### src/rtl/hiscore_upload_pkg.sv
// Shared definitions for the hiscore upload path: FSM states, fill byte, timeout counter width.
// Latency: n/a (types and constants only).
// Backpressure: n/a.
package hiscore_upload_pkg;

    typedef enum logic [2:0] {
        IDLE    = 3'd0,
        PAUSE   = 3'd1,
        READY   = 3'd2,
        FETCH   = 3'd3,
        CAPTURE = 3'd4
    } state_t;

    localparam logic [7:0] FILL_BYTE = 8'hFF;
    localparam int         CNT_W     = 16;

endpackage

### src/rtl/hiscore_upload.sv
// Serves HPS byte reads from the hiscore RAM while the game CPU is paused.
// Latency: ioctl_rd in cycle N -> ioctl_din valid, ioctl_wait low from N+3.
// Backpressure: ioctl_wait holds the HPS off; early reads park in a one-deep pending slot.
module hiscore_upload
    import hiscore_upload_pkg::*;
#(
    parameter int ADDR_W      = 10,
    parameter int UP_SIZE     = 1024,
    parameter int ACK_TIMEOUT = 65535
) (
    input  logic              clk_sys,
    input  logic              reset,
    input  logic              ioctl_upload,
    input  logic              ioctl_rd,
    input  logic [24:0]       ioctl_addr,
    output logic [7:0]        ioctl_din,
    output logic              ioctl_wait,
    output logic              pause_req,
    input  logic              pause_ack,
    output logic [ADDR_W-1:0] ram_addr,
    output logic              ram_rd,
    input  logic [7:0]        ram_q,
    output logic              ack_timeout
);

    localparam logic [24:0]      UP_LIM  = 25'(UP_SIZE);
    localparam logic [CNT_W-1:0] TMO_LIM = CNT_W'(ACK_TIMEOUT);

    state_t           state;
    logic [CNT_W-1:0] tmo_cnt;
    logic [CNT_W-1:0] cnt_nxt;
    logic             pend_vld;
    logic [24:0]      pend_addr;
    logic             rd_hit;
    logic [24:0]      sel_addr;
    logic             sel_hit;

    // A fresh request in READY wins over a parked one.
    always_comb begin
        sel_addr = ioctl_rd ? ioctl_addr : pend_addr;
        sel_hit  = (sel_addr < UP_LIM);
        cnt_nxt  = (tmo_cnt == {CNT_W{1'b1}}) ? tmo_cnt : tmo_cnt + 1'b1;
    end

    always_ff @(posedge clk_sys) begin
        if (reset) begin
            state       <= IDLE;
            ioctl_din   <= 8'h00;
            ioctl_wait  <= 1'b0;
            pause_req   <= 1'b0;
            ram_rd      <= 1'b0;
            ram_addr    <= '0;
            ack_timeout <= 1'b0;
            tmo_cnt     <= '0;
            pend_vld    <= 1'b0;
            pend_addr   <= '0;
            rd_hit      <= 1'b0;
        end else if (state != IDLE && !ioctl_upload) begin
            state      <= IDLE;
            pause_req  <= 1'b0;
            ram_rd     <= 1'b0;
            ioctl_wait <= 1'b0;
            pend_vld   <= 1'b0;
        end else begin
            if (ioctl_rd && ioctl_upload && state != READY) begin
                pend_vld  <= 1'b1;
                pend_addr <= ioctl_addr;
            end
            case (state)
                IDLE: begin
                    if (ioctl_upload) begin
                        state       <= PAUSE;
                        pause_req   <= 1'b1;
                        ioctl_wait  <= 1'b1;
                        ack_timeout <= 1'b0;
                        tmo_cnt     <= '0;
                    end
                end
                PAUSE: begin
                    tmo_cnt <= cnt_nxt;
                    if (pause_ack) begin
                        state      <= READY;
                        ioctl_wait <= 1'b0;
                    end else if (cnt_nxt >= TMO_LIM) begin
                        state       <= READY;
                        ioctl_wait  <= 1'b0;
                        ack_timeout <= 1'b1;
                    end
                end
                READY: begin
                    if (ioctl_rd || pend_vld) begin
                        state      <= FETCH;
                        ioctl_wait <= 1'b1;
                        pend_vld   <= 1'b0;
                        rd_hit     <= sel_hit;
                        if (sel_hit) begin
                            ram_rd   <= 1'b1;
                            ram_addr <= sel_addr[ADDR_W-1:0];
                        end
                    end
                end
                FETCH: begin
                    ram_rd <= 1'b0;
                    state  <= CAPTURE;
                end
                CAPTURE: begin
                    ioctl_din  <= rd_hit ? ram_q : FILL_BYTE;
                    ioctl_wait <= 1'b0;
                    state      <= READY;
                end
                default: state <= IDLE;
            endcase
        end
    end

endmodule

### config.mk
export PLATFORM = sky130hd
export DESIGN_NAME = hiscore_upload
export DESIGN_NICKNAME = d
export VERILOG_FILES = /design/src/rtl/hiscore_upload_pkg.sv /design/src/rtl/hiscore_upload.sv
export SDC_FILE = /design/constraint.sdc
export NUM_CORES = 1
export LEC_CHECK = 0
export BUFFER_PORTS_ARGS = -buffer_cell sky130_fd_sc_hd__buf_2
export CORE_ASPECT_RATIO = 0.8
export CORE_MARGIN = 3
export CORE_UTILIZATION = 41
export CTS_BUF_LIST = sky130_fd_sc_hd__clkbuf_8
export CTS_CLUSTER_DIAMETER = 200
export CTS_CLUSTER_SIZE = 8
export DETAILED_ROUTE_END_ITERATION = 8
export GPL_TIMING_DRIVEN = 0
export PLACE_DENSITY = 0.63
export SETUP_SLACK_MARGIN = 0.5
export SLEW_MARGIN = 20
export SYNTH_ARGS = -nofsm -noshare
export SYNTH_HDL_FRONTEND = slang
export SYNTH_SLANG_ARGS = --single-unit
### constraint.sdc
create_clock -name clk_sys -period 2.8 [get_ports clk_sys]
set_input_delay 0.14 -clock clk_sys [delete_from_list [all_inputs] [get_ports clk_sys]]
set_output_delay 0.14 -clock clk_sys [all_outputs]
set_load 0.03 [all_outputs]
==> results.cfg <==
[yosys]
netlist_top_cells_count = 82 x nand2_1, 68 x dfxtp_1, 49 x a21oi_1
synth.most_common_cell = nand2_1
yosys_warnings = 0
syn-cell-area_um2 = 3350
synth_top_area_cell = dfxtp_1
synth_fp_nets = 467
synth_area_leaders = dfxtp_1 41%, nand2_1 9.2%, a21oi_1 7.3%, nor2_1 5.0%, mux2i_1 3.9%
avgSynthCellArea_um2 = 7.83
ys_seq_area_frac = 0.406
synth_seq_cells = 68
async_flop_share = 0
synth_flop_cell = dfxtp_1
synthDistinctLibCells = 56
synth_top_area_share = 0.406
synth-edff-count = 0
synthCells = 428

[critical_path]
cp-end-kind = flip-flop
reg2reg_depth = 9
critPathMaxFanout = 5
cp.required_ns = 3.06
crit_cells = 9
crit_family = simple AND/OR/NAND/NOR gates
crit_slowest_cell = or4b_4
critPathMaxStageDelay_ns = 0.53
r2r_start = tmo_cnt[1]$_SDFFE_PP0P_
start_kind = flip-flop
critPathBufInv = 1
crit_type = reg2reg
crit_chain = ha_4 > nand4_4 > buf_6 > nor3_2 > or4b_4 > a2111oi_4 > and4_4 > o21ai_2 > a221oi_2
critPathCapture = ack_timeout$_SDFFE_PP0P_
r2r_slack_ns = 0.48
worstPathArrival_ns = 2.58
crit_start = tmo_cnt[1]$_SDFFE_PP0P_
rr_endpoint = ack_timeout$_SDFFE_PP0P_

[timing]
max_freq_ghz = 0.431
rsz0062_at_grt = yes
fin_tns_setup_ns = 0
relSlewSlack = 0.591
fin_worst_skew_ns = 0.0107
slew_viol_final = 0
hold_viol = 0
holdWs_ns = 0.0332
fin_crit_sh = 0.830
fin_crit_ns = 2.32
worstMarginPinSlew_ns = 0.613
setup_violations = 0

[global_routing]
grt_pass1_vias = 3161
antenna_found_initial = 0
grt_use_total = 0.202
grt_pass1_wl_mm = 15.0
grt_overflow_total = 0
grt_max_degree = 14

[cells_and_area]
nets = 544
layout-drive-gt1-share = 0.255
fillers = 737
multiInputGateArea_um2 = 1900
seq_area_um2 = 1370
fin_util = 0.544
area_growth_pct = 24.7
fin_area_um2 = 4180
antenna_cells = 0

[placed_design]
placed_area_um2 = 3790
hpwlAfterDp_mm = 6.49
place_congestion = 0.895
port_buffers = 58

[floorplan]
die_x_um = 107
die_h_um = 86.8
io_pins = 60
fp.dieArea_um2 = 9300
rows = 28
initial_utilization = 0.437
core_um2 = 7670

[clock_tree]
cts-htree-levels = 3
path_clk_slew_ns = 0.08
numCtsBuffers = 9
clk_latency_ns = 0.34
root_buffer = clkbuf_8
clockBufferDepth = 2
cts_tree = yes
clock_sinks = 68
postCtsHoldBufs = 0

[detailed_routing]
ant_nets = 0
post_drt_via_cell_ratio = 5.38
route.detailed.drc = 0
vias = 3309
routed_wl_mm = 9.18
drt-pass1-iter-count = 5
wire_per_inst_um = 14.9
drt_iter0_drc = 173

[run]
drv_cap = 0

[outcome]
outcome = finished clean

[power]
ir_worst_vdd_mv = 0.357
fin_total_pwr_w = 0.00220
power_density_nw_per_um2 = 528
p_leak_nw = 1.68

[min_path]
hp-start = pause_ack
hold_class = in2reg
## metrics by stage
step,setup WS [ns],std cells
3_3_place_gp,0.298,591
4_1_cts,0.484,614
6_report,0.477,615
2_1_floorplan,0.507,428
3_5_place_dp,0.303,591
5_1_grt,0.408,615
## layer usage
metal  GRT usage  part of all wire
met1       0.274              0.48
met2       0.308              0.43
met3      0.0499             0.065
met4      0.0790             0.023
met5           0                 0
## final cells by class
cell class                      instances  share of cell area
Multi-Input combinational cell        314               0.455
Buffer                                 29              0.0330
Clock inverter                          7              0.0234
Sequential cell                        68               0.329
Inverter                               17              0.0153
Timing Repair Buffer                   66              0.0839
Tap cell                              105              0.0315
Clock buffer                            9              0.0297
## layout by cell type, fill, tap and decap left out, drive strengths merged, types with 4 or more instances in the layout
| cell | instances |
|---|---|
| nand2 | 82 |
| nor3 | 20 |
| o21ai | 12 |
| a31oi | 5 |
| nand4 | 4 |
| inv | 19 |
| nand3 | 10 |
| buf | 72 |
| mux2 | 10 |
| nor2 | 45 |
| a311oi | 8 |
| mux2i | 13 |
| and4 | 4 |
| a21oi | 49 |
| dfxtp | 68 |
| nor4 | 10 |
| clkbuf | 32 |
## cells by family after synthesis
| logic type | after synthesis | share of synthesized area |
|---|---|---|
| xor gates and xnor gates | 4 | 0.0105 |
| AOI/OAI and AO/OA | 95 | 0.177 |
| buffers and inverters | 46 | 0.0549 |
| adders and majority gates | 1 | 0.00373 |
| muxes | 23 | 0.0725 |
| and+or+nand+nor | 191 | 0.275 |
| DFF | 68 | 0.406 |
## worst min-delay path by stage
stage / slack [ns] / depth (start not counted) / to
final: 0.03 / 2 / state[0]$_SDFFE_PP0P_
after global routing: 0.03 / 2 / state[0]$_SDFFE_PP0P_
after floorplan: 0.24 / 1 / state[0]$_SDFFE_PP0P_
after global placement: 0.39 / 2 / state[0]$_SDFFE_PP0P_
after CTS: 0.02 / 2 / state[0]$_SDFFE_PP0P_
after detailed placement: 0.39 / 2 / state[0]$_SDFFE_PP0P_
## registers in the layout (all words and copies together) (netlist names), 3 cells and up
signal / flops
pend_addr: 25
tmo_cnt: 16
ram_addr: 10
ioctl_din: 8
state: 3
## where the power goes
group | switching [W] | total (W) | internal (W)
sequential | 0.0000208 | 0.00102 | 0.000997
combinational | 0.000176 | 0.000276 | 0.000101
clock | 0.000403 | 0.000909 | 0.000506
## worst register-to-register path, delay by kind of cell, from the launching register on
family / cells / cell delay, ns
AOI/OAI and AO/OA: 3 / 0.60
adders and majority gates: 1 / 0.18
buffers and inverters: 1 / 0.13
DFF: 1 / 0.36
and+or+nand+nor: 4 / 0.99
## what timing repair did
| item | CTS | global route |
|---|---|---|
| setup buffers | 7 | 1 |
| setup endpoints to repair | 13 | 31 |
| pin swaps | 4 | 2 |
| gates resized for setup | 17 | 11 |
Note: power is estimated with default switching activity, not from simulation.
